[config.mk]
export PLATFORM = sky130hd
export DESIGN_NAME = id_ex_pipe_flat
export DESIGN_NICKNAME = d
export VERILOG_FILES = /design/src/rtl/id_ex_pipe_if.sv /design/src/rtl/id_ex_pipe.sv /design/src/flat_wrapper.sv
export SDC_FILE = /design/constraint.sdc
export NUM_CORES = 1
export LEC_CHECK = 0
export ABC_AREA = 1
export BUFFER_PORTS_ARGS = -buffer_cell sky130_fd_sc_hd__buf_2
export CAP_MARGIN = 20
export CELL_PAD_IN_SITES_DETAIL_PLACEMENT = 0
export CELL_PAD_IN_SITES_GLOBAL_PLACEMENT = 2
export CORE_ASPECT_RATIO = 0.5
export CORE_MARGIN = 2
export CORE_UTILIZATION = 29
export DETAILED_ROUTE_END_ITERATION = 10
export GPL_TIMING_DRIVEN = 0
export PLACE_DENSITY_LB_ADDON = 0.1
export RECOVER_POWER = 25
export SYNTH_ARGS = -nofsm -noshare
export SYNTH_HDL_FRONTEND = slang
export SYNTH_SLANG_ARGS = --single-unit
[constraint.sdc]
create_clock -name clk -period 8.7 [get_ports clk]
set_input_delay 1.305 -clock clk [delete_from_list [all_inputs] [get_ports clk]]
set_output_delay 1.305 -clock clk [all_outputs]
set_load 0.02 [all_outputs]
[src/rtl/id_ex_pipe_if.sv]
// ID/EX stage bundle: upstream decode handshake and payload, downstream execute handshake
// and payload, pipeline control (flush/hold) and the bubble counter status.
interface id_ex_pipe_if #(
  parameter int unsigned DATA_W  = 32,
  parameter int unsigned RADDR_W = 5,
  parameter int unsigned CTRL_W  = 12,
  parameter int unsigned NOC_W   = 2,
  parameter int unsigned CNT_W   = 16
);
  logic               flush;
  logic               hold;
  logic               in_valid;
  logic               in_ready;
  logic [CTRL_W-1:0]  in_ctrl;
  logic [DATA_W-1:0]  in_rd1;
  logic [DATA_W-1:0]  in_rd2;
  logic [DATA_W-1:0]  in_imm;
  logic [DATA_W-1:0]  in_pc;
  logic [RADDR_W-1:0] in_radd;
  logic [NOC_W-1:0]   in_dest;
  logic               out_valid;
  logic               out_ready;
  logic [CTRL_W-1:0]  out_ctrl;
  logic [DATA_W-1:0]  out_rd1;
  logic [DATA_W-1:0]  out_rd2;
  logic [DATA_W-1:0]  out_imm;
  logic [DATA_W-1:0]  out_pc;
  logic [RADDR_W-1:0] out_radd;
  logic [NOC_W-1:0]   out_dest;
  logic [CNT_W-1:0]   bubble_cnt;

  modport master (
    output flush, hold, in_valid, in_ctrl, in_rd1, in_rd2, in_imm, in_pc, in_radd, in_dest,
    output out_ready,
    input  in_ready, out_valid, out_ctrl, out_rd1, out_rd2, out_imm, out_pc, out_radd,
    input  out_dest, bubble_cnt
  );

  modport slave (
    input  flush, hold, in_valid, in_ctrl, in_rd1, in_rd2, in_imm, in_pc, in_radd, in_dest,
    input  out_ready,
    output in_ready, out_valid, out_ctrl, out_rd1, out_rd2, out_imm, out_pc, out_radd,
    output out_dest, bubble_cnt
  );
endinterface

[src/rtl/id_ex_pipe.sv]
// ID/EX pipeline register with valid/ready handshake, flush, hold and a saturating bubble
// counter. Define ID_EX_SKID_EN to add a one-entry skid buffer with a registered in_ready.
module id_ex_pipe #(
  parameter int unsigned DATA_W  = 32,
  parameter int unsigned RADDR_W = 5,
  parameter int unsigned CTRL_W  = 12,
  parameter int unsigned NOC_W   = 2,
  parameter int unsigned CNT_W   = 16
) (
  input logic         clk,
  input logic         rst,
  id_ex_pipe_if.slave bus
);
  localparam int unsigned PAY_W = CTRL_W + 4 * DATA_W + RADDR_W + NOC_W;

  logic [PAY_W-1:0]  w_in_pay;
  logic [PAY_W-1:0]  r_pay, w_pay_d;
  logic              r_valid, w_valid_d;
  logic              w_in_ready, w_accept, w_xfer;
  logic [CNT_W-1:0]  r_bubble, w_bubble_d;
  logic [CTRL_W-1:0] w_ctrl;

  assign w_in_pay = {bus.in_ctrl, bus.in_rd1, bus.in_rd2, bus.in_imm, bus.in_pc, bus.in_radd,
                     bus.in_dest};
  assign w_accept = bus.in_valid && w_in_ready;
  assign w_xfer   = r_valid && bus.out_ready;

`ifdef ID_EX_SKID_EN
  logic [PAY_W-1:0] r_skid, w_skid_d;
  logic             r_skid_valid, w_skid_valid_d;
  logic             r_rdy;

  // r_rdy is registered, so in_ready never depends on out_ready in the same cycle
  assign w_in_ready = r_rdy && !bus.hold && !bus.flush && !rst;

  always_comb begin
    w_pay_d        = r_pay;
    w_valid_d      = r_valid;
    w_skid_d       = r_skid;
    w_skid_valid_d = r_skid_valid;
    if (bus.flush) begin
      w_valid_d      = 1'b0;
      w_skid_valid_d = 1'b0;
    end else if (w_xfer) begin
      if (r_skid_valid) begin
        w_pay_d        = r_skid;
        w_skid_valid_d = 1'b0;
      end else if (w_accept) begin
        w_pay_d = w_in_pay;
      end else begin
        w_valid_d = 1'b0;
      end
    end else if (w_accept) begin
      if (r_valid) begin
        w_skid_d       = w_in_pay;
        w_skid_valid_d = 1'b1;
      end else begin
        w_pay_d   = w_in_pay;
        w_valid_d = 1'b1;
      end
    end
  end
`else
  assign w_in_ready = !rst && !bus.flush && !bus.hold && (!r_valid || bus.out_ready);

  always_comb begin
    w_pay_d   = r_pay;
    w_valid_d = r_valid;
    if (bus.flush) begin
      w_valid_d = 1'b0;
    end else if (w_accept) begin
      w_pay_d   = w_in_pay;
      w_valid_d = 1'b1;
    end else if (w_xfer) begin
      w_valid_d = 1'b0;
    end
  end
`endif

  always_comb begin
    w_bubble_d = r_bubble;
    if (!r_valid && bus.out_ready && (r_bubble != {CNT_W{1'b1}})) begin
      w_bubble_d = r_bubble + CNT_W'(1);
    end
  end

  always_ff @(posedge clk or posedge rst) begin
    if (rst) begin
      r_pay        <= '0;
      r_valid      <= 1'b0;
      r_bubble     <= '0;
`ifdef ID_EX_SKID_EN
      r_skid       <= '0;
      r_skid_valid <= 1'b0;
      r_rdy        <= 1'b1;
`endif
    end else begin
      r_pay        <= w_pay_d;
      r_valid      <= w_valid_d;
      r_bubble     <= w_bubble_d;
`ifdef ID_EX_SKID_EN
      r_skid       <= w_skid_d;
      r_skid_valid <= w_skid_valid_d;
      r_rdy        <= !w_skid_valid_d;
`endif
    end
  end

  assign {w_ctrl, bus.out_rd1, bus.out_rd2, bus.out_imm, bus.out_pc, bus.out_radd,
          bus.out_dest} = r_pay;
  // Bubbles carry no control so no register/memory side effects leak downstream
  assign bus.out_ctrl   = r_valid ? w_ctrl : '0;
  assign bus.out_valid  = r_valid;
  assign bus.in_ready   = w_in_ready;
  assign bus.bubble_cnt = r_bubble;
endmodule
[src/flat_wrapper.sv]
// flat-port wrapper written by rule: the top's interface ports become plain ports
module id_ex_pipe_flat 
#(
  parameter int unsigned DATA_W  = 32,
  parameter int unsigned RADDR_W = 5,
  parameter int unsigned CTRL_W  = 12,
  parameter int unsigned NOC_W   = 2,
  parameter int unsigned CNT_W   = 16
)
  (clk, rst, bus_flush, bus_hold, bus_in_valid, bus_in_ctrl, bus_in_rd1, bus_in_rd2, bus_in_imm, bus_in_pc, bus_in_radd, bus_in_dest, bus_out_ready, bus_in_ready, bus_out_valid, bus_out_ctrl, bus_out_rd1, bus_out_rd2, bus_out_imm, bus_out_pc, bus_out_radd, bus_out_dest, bus_bubble_cnt);
  id_ex_pipe_if #(.DATA_W(DATA_W), .RADDR_W(RADDR_W), .CTRL_W(CTRL_W), .NOC_W(NOC_W), .CNT_W(CNT_W)) bus_i ();
  input logic clk;
  input logic rst;
  input wire logic [$bits(bus_i.flush)-1:0] bus_flush;
  input wire logic [$bits(bus_i.hold)-1:0] bus_hold;
  input wire logic [$bits(bus_i.in_valid)-1:0] bus_in_valid;
  input wire logic [$bits(bus_i.in_ctrl)-1:0] bus_in_ctrl;
  input wire logic [$bits(bus_i.in_rd1)-1:0] bus_in_rd1;
  input wire logic [$bits(bus_i.in_rd2)-1:0] bus_in_rd2;
  input wire logic [$bits(bus_i.in_imm)-1:0] bus_in_imm;
  input wire logic [$bits(bus_i.in_pc)-1:0] bus_in_pc;
  input wire logic [$bits(bus_i.in_radd)-1:0] bus_in_radd;
  input wire logic [$bits(bus_i.in_dest)-1:0] bus_in_dest;
  input wire logic [$bits(bus_i.out_ready)-1:0] bus_out_ready;
  output wire logic [$bits(bus_i.in_ready)-1:0] bus_in_ready;
  output wire logic [$bits(bus_i.out_valid)-1:0] bus_out_valid;
  output wire logic [$bits(bus_i.out_ctrl)-1:0] bus_out_ctrl;
  output wire logic [$bits(bus_i.out_rd1)-1:0] bus_out_rd1;
  output wire logic [$bits(bus_i.out_rd2)-1:0] bus_out_rd2;
  output wire logic [$bits(bus_i.out_imm)-1:0] bus_out_imm;
  output wire logic [$bits(bus_i.out_pc)-1:0] bus_out_pc;
  output wire logic [$bits(bus_i.out_radd)-1:0] bus_out_radd;
  output wire logic [$bits(bus_i.out_dest)-1:0] bus_out_dest;
  output wire logic [$bits(bus_i.bubble_cnt)-1:0] bus_bubble_cnt;
  assign bus_i.flush = bus_flush;
  assign bus_i.hold = bus_hold;
  assign bus_i.in_valid = bus_in_valid;
  assign bus_i.in_ctrl = bus_in_ctrl;
  assign bus_i.in_rd1 = bus_in_rd1;
  assign bus_i.in_rd2 = bus_in_rd2;
  assign bus_i.in_imm = bus_in_imm;
  assign bus_i.in_pc = bus_in_pc;
  assign bus_i.in_radd = bus_in_radd;
  assign bus_i.in_dest = bus_in_dest;
  assign bus_i.out_ready = bus_out_ready;
  assign bus_in_ready = bus_i.in_ready;
  assign bus_out_valid = bus_i.out_valid;
  assign bus_out_ctrl = bus_i.out_ctrl;
  assign bus_out_rd1 = bus_i.out_rd1;
  assign bus_out_rd2 = bus_i.out_rd2;
  assign bus_out_imm = bus_i.out_imm;
  assign bus_out_pc = bus_i.out_pc;
  assign bus_out_radd = bus_i.out_radd;
  assign bus_out_dest = bus_i.out_dest;
  assign bus_bubble_cnt = bus_i.bubble_cnt;
  id_ex_pipe #(.DATA_W(DATA_W), .RADDR_W(RADDR_W), .CTRL_W(CTRL_W), .NOC_W(NOC_W), .CNT_W(CNT_W)) u_core (.clk(clk), .rst(rst), .bus(bus_i));
endmodule
==> metrics, run 1 <==
DR DRC count=0; slew margin rel.=-70.5%; synth warn=0; hold violation count in the final report=0; CTS Hold Bufs=0; Clock Skews=0.00503 ns; Synth Net Count=1102; core area=0.0266 mm^2; Post-CTS Resized=0; syn_area_per_cell=8.31 um^2; Req. time, crit path=7.39 ns; count of pins over their slew limit=51; mux share of post-synthesis cell area=0%; Final Net Count=1439; Reg2Reg Setup Slack=6.74 ns; post-route cell area=0.0105 mm^2; P&R area growth vs syn=33.9%; H-tree depth=4; Post-Synth Simple-Gate Area=29.6%; initial antenna violation count=2; die area=0.0286 mm^2; Area after DPL=0.00994 mm^2; Via density=4.26; Pleak=6.14 nW; input/output buffers=317; share of cells above drive strength 1=39.6%; actual transition at the worst max-transition pin=2.54 ns; CP arrival=2.50 ns; sequential-to-total area share from yosys stat=52.1%; f_max=263 MHz; Cell Rows=42; dpl ws=4.86 ns; routed wl met3=780 um; die span in x=237 um; Peak VDD IR=0.133 mV; Vias=7033; XOR/XNOR share of the synthesized area=0.667%; clock-pin transition on the worst setup and hold timing paths=0.06 ns; Synth Cell Area=0.00788 mm^2; Top Metal Used=met4; MaxCap Viol Count=1; remaining antenna violation count=0; Seq cells post-synth=164; total CTS buffers=17; overall power=2.57 mW; compound-cell area share of the yosys netlist=0.476%; DP HPWL=18.9 mm; Finish-stage setup viols=0; final core occ=39.7%; CTS tree=built; CTS Sinks=164; Setup CP Type=input port to primary output; Setup WS post-layout=4.90 ns; vias in the first global route=6880; Min-Delay Path Class=flop to flop; Mapped Cells=948; CTS root buffer=clkbuf_16; # fillers=2844; crit start category=input port; main combinational cell family by area after synthesis=simple AND/OR/NAND/NOR gates; met1 WL=11.2 mm; clk buf depth=2; IO Count=318; WL met2=12.7 mm; Skew-Pair Late Insertion Delay=0.44 ns; failing checks=capacitance limit, slew limit; GRT Resource Usage Total=17.7%; status=complete, but fails checks; Tmin final=3.80 ns; area share of fa/ha/maj cells after synthesis=0.159%; Die Span Y=121 um; drt initial violations=403; first-pass GRT wire length=38.1 mm; Crit Path Max Fanout=10; Final Routed Wirelength=25.0 mm; RePlAce Congestion=0.790; placed instance count=1618; kind of end point of the critical path=primary output; Netlist cell types=17; Fin Setup TNS=0 ns; drt pass-1 iters=5; largest net degree at the start of global routing=115; unrepaired setup endpoints after global routing=false; minimum hold slack=0.471 ns; DR WL/cell=15.2 um; setup repair bufs after CTS=0; starting density of the core=29.6%; final period utilization=43.7%; fin cells=1651; GR Overflow Total=0; Pwr Density=244 mW/mm^2
-- cells in the mapped netlist, drive strengths merged --
library cell	count	share of area, %
nand2	371	18
buf	164	15
dfrtp	164	52
nand3	156	9.9
inv	25	1.2
clkbuf	22	1.0
nor2	22	1.0
nand4	6	0.48
o21ai	6	0.38
xnor2	6	0.67
nand3b	2	0.19
ha	1	0.16
nor2b	1	0.079
nor4	1	0.27
o31ai	1	0.095
-- placed cells by master (no fill, tap or decap), types with 2 or more instances in the layout --
cell,count
dfrtp_1,164
nand3_1,156
bufinv_16,3
nand3b_1,2
o21ai_0,6
clkbuf_8,4
nand4_1,6
nor2_1,22
buf_4,136
buf_2,343
clkbuf_1,25
nand2_1,371
inv_1,23
clkbuf_16,17
xnor2_1,6
clkinv_2,4
diode_2,2
-- final timing paths --
path | startpoint | endpoint | cells after the start
worst max-delay path | rst | bus_in_ready | 4
max in group asynchronous | rst | u_core.r_pay[28] | 3
min in group asynchronous | rst | u_core.r_pay[53] | 2
worst min register to register | u_core.r_pay[56] | u_core.r_pay[56] | 2
worst min-delay path | u_core.r_pay[56] | u_core.r_pay[56] | 2
worst max register to register | u_core.bus.bubble_cnt[0] | u_core.bus.bubble_cnt[10] | 8
-- logic make-up (layout without fill, tap and decap cells) --
| kind of cell | after synthesis | after routing |
|---|---|---|
| buf+inv | 211 | 560 |
| xor+xnor | 6 | 6 |
| other cells | 0 | 2 |
| compound gates | 7 | 7 |
| simple gates | 559 | 559 |
| flops | 164 | 164 |
| fa+ha+maj | 1 | 1 |
-- cell type report --
cell class,instances,area [um^2],share of cell area (%)
buffer,186,1240,11.8
clock inverter,9,126,1.20
tap,352,440,4.18
clock buffer,22,484,4.59
inverter,25,95.1,0.901
sequential,164,4100,38.9
antenna,2,5.00,0.0474
timing repair buffer,318,1610,15.3
multi-input combinational,573,2440,23.1
-- sequential cells by signal (all words and copies together), names as in the netlist --
signal,count
u_core.bus.out_valid,1
u_core.r_pay,147
u_core.bus.bubble_cnt,16
-- metal layers --
metal  up-vias  track usage (%)
met5         -                0
met4         0             5.94
met3        25             4.02
met2       110             30.3
met1      3372             22.4
li1       3526                -
-- power breakdown --
part	internal (mW)	switching, mW
sequential	0.912	0.0955
clock	0.479	0.318
combinational	0.338	0.426
-- critical path, cell delays in order --
cell and delay [ns]:
clkbuf_1 0.13, nor4_4 0.40, clkbuf_1 0.40, buf_2 0.25
No activity file was read; power rests on OpenSTA's default activity.
==> run 2, diff against run 1 <==
CORE_UTILIZATION = 24   (was 29)
clock period = 3.28 ns   (was 8.7 ns; I/O delays follow)
==> run 2 against run 1 <==
Effect of this change: the run still ends with capacitance limit, slew limit left; power grew to 2.6 times the previous value; first-iteration DRC count fell by 16%; die area increased by 20%; largest cell class unchanged.
==> metrics, run 2 (same netlist as run 1, synthesis figures left out) <==
overall power=6.71 mW (was 2.57 mW); setup repair bufs after CTS=0 (unchanged); hold violation count in the final report=0 (unchanged); Peak VDD IR=0.361 mV (was 0.133 mV); status=complete, but fails checks (unchanged); Pwr Density=631 mW/mm^2 (was 244 mW/mm^2); Largest register FFs=147 (unchanged); RePlAce Congestion=0.795 (was 0.790); drt initial violations=339 (was 403); Reg2Reg Setup Slack=1.23 ns (was 6.74 ns); placed instance count=1702 (was 1618); starting density of the core=24.6% (was 29.6%); CTS tree=built (unchanged); clock-pin transition on the worst setup and hold timing paths=0.07 ns (was 0.06 ns); Setup WS post-layout=0.800 ns (was 4.90 ns); slew margin rel.=-17.5% (was -70.5%); reg2reg end=u_core.bus.bubble_cnt[10] (unchanged); die area=0.0344 mm^2 (was 0.0286 mm^2); actual transition at the worst max-transition pin=1.76 ns (was 2.54 ns); Final Net Count=1443 (was 1439); Crit. Startpoint=u_core.bus.out_valid (was rst); Min-Delay Path Class=input port to async pin (was flop to flop); P&R area growth vs syn=35.0% (was 33.9%); first-pass GRT wire length=40.6 mm (was 38.1 mm); met1 Usage GRT=18.0% (was 22.4%); Skew-Pair Late Insertion Delay=0.44 ns (about the same); Final Routed Wirelength=26.4 mm (was 25.0 mm); DP HPWL=20.2 mm (was 18.9 mm); DR DRC count=0 (unchanged); IO Count=318 (unchanged); f_max=403 MHz; Crit Path Max Fanout=10 (unchanged); input/output buffers=317 (unchanged); most common cell after layout, fill and taps aside=nand2_1 (unchanged); R2R cell count=8 (unchanged); global routing usage on met2=28.9% (was 30.3%); DR WL/cell=15.2 um (about the same); M3 GR Usage=3.13% (was 4.02%); dpl ws=1.05 ns (was 4.86 ns); Reg with most FFs=u_core.r_pay (unchanged); MaxCap Viol Count=1 (unchanged); Finish-stage setup viols=0 (unchanged); Req. time, crit path=2.79 ns (was 7.39 ns); initial antenna violation count=1 (was 2); CTS root buffer=clkbuf_16 (unchanged); crit start category=flop (was input port); Pleak=6.12 nW (was 6.14 nW); register area=0.00410 mm^2 (unchanged); final period utilization=75.6%; share of cells above drive strength 1=39.4% (was 39.6%); Setup CP Type=flop to primary output (was input port to primary output); H-tree depth=4 (unchanged); clk buf depth=2 (unchanged); drt pass-1 iters=5 (unchanged); Top Usage Layer GRT=met2 (unchanged); Tmin final=2.48 ns; vias in the first global route=7096 (was 6880); Cell Rows=46 (was 42); Post-CTS Resized=0 (unchanged); kind of end point of the critical path=primary output (unchanged); # fillers=3598 (was 2844); count of pins over their slew limit=26 (was 51); CP arrival=1.99 ns (was 2.50 ns); failing checks=capacitance limit, slew limit (unchanged); Clock Skews=0.00870 ns (was 0.00503 ns); RR Startpoint=u_core.bus.bubble_cnt[0] (unchanged); CTS Sinks=164 (unchanged); remaining antenna violation count=0 (unchanged); Multi-input gate area=0.00244 mm^2 (unchanged); Vias=7061 (was 7033); largest net degree at the start of global routing=38 (was 115); core area=0.0320 mm^2 (was 0.0266 mm^2); Via density=4.07 (was 4.26); GR Overflow Total=0 (unchanged); unrepaired setup endpoints after global routing=false (unchanged); fin cells=1735 (was 1651); most frequent cells in the layout=nand2_1 (371), buf_2 (344), dfrtp_1 (164), nand3_1 (156), buf_4 (136) (was nand2_1 (371), buf_2 (343), dfrtp_1 (164), nand3_1 (156), buf_4 (136)); CTS Hold Bufs=0 (unchanged); total CTS buffers=17 (unchanged); die span in x=260 um (was 237 um); GRT Resource Usage Total=15.5% (was 17.7%); CP endpoint=bus_in_ready (unchanged); Die Span Y=132 um (was 121 um)
==> run 2: cell count changes in the layout (fill, tap and decap cells not counted), sizes merged <==
cell and delta:
clkinvlp +3, clkinv -2, clkbuf +2, bufinv -1, diode -1, buf +3
==> run 2: worst min path at each step <==
stage	from	end	slack [ns]	depth (start not counted)
floorplan	u_core.r_pay[135]	u_core.r_pay[135]	0.44	2
global placement	u_core.r_pay[106]	u_core.r_pay[106]	0.46	2
detailed placement	u_core.r_pay[98]	u_core.r_pay[98]	0.46	2
CTS	rst	u_core.r_pay[55]	0.02	2
global route	rst	u_core.r_pay[54]	0.16	2
finish	rst	u_core.r_pay[55]	0.14	2
==> run 2: metrics by stage <==
stage          cell area (um^2)  TNS [ns]  util, %  hold WS (ns)
2_1_floorplan              7880         0        -         0.442
3_3_place_gp              10000   -137.22     31.3         0.455
3_5_place_dp              10100         0     31.6         0.459
4_1_cts                   10700         0     33.4        0.0188
5_1_grt                   10600         0     33.2         0.160
6_report                  10600         0     33.2         0.144
==> run 2: critical path, stage by stage, from the launching register on <==
cell      delay [ns]
dfrtp_1         0.44
inv_2           0.09
nor2_1          0.06
nor4_4          0.29
clkbuf_1        0.43
buf_2           0.26
==> run 2: metal layers <==
layer | routed length (um) | share of wire [%] | vias to the layer above
li1 | - | - | 3530
met1 | 10800 | 41 | 3411
met2 | 14500 | 55 | 99
met3 | 737 | 2.8 | 21
met4 | 338 | 1.3 | 0
met5 | 0 | 0 | -
==> run 2: final cells by class <==
cell class	instances	area share, %
Antenna cell	1	0.0235
Timing Repair Buffer	322	15.5
Clock buffer	23	4.30
Tap cell	432	5.08
Sequential cell	164	38.6
Clock inverter	9	0.988
Inverter	25	0.894
Multi-Input combinational cell	573	22.9
Buffer	186	11.7
==> run 2: report_power, final <==
group	internal, mW	switching [mW]	leakage, nW	total [mW]
Combinational	0.902	1.13	3.79	2.03
Clock	1.14	0.863	0.263	2.00
Sequential	2.42	0.258	2.07	2.68
Total	4.46	2.25	6.12	6.71
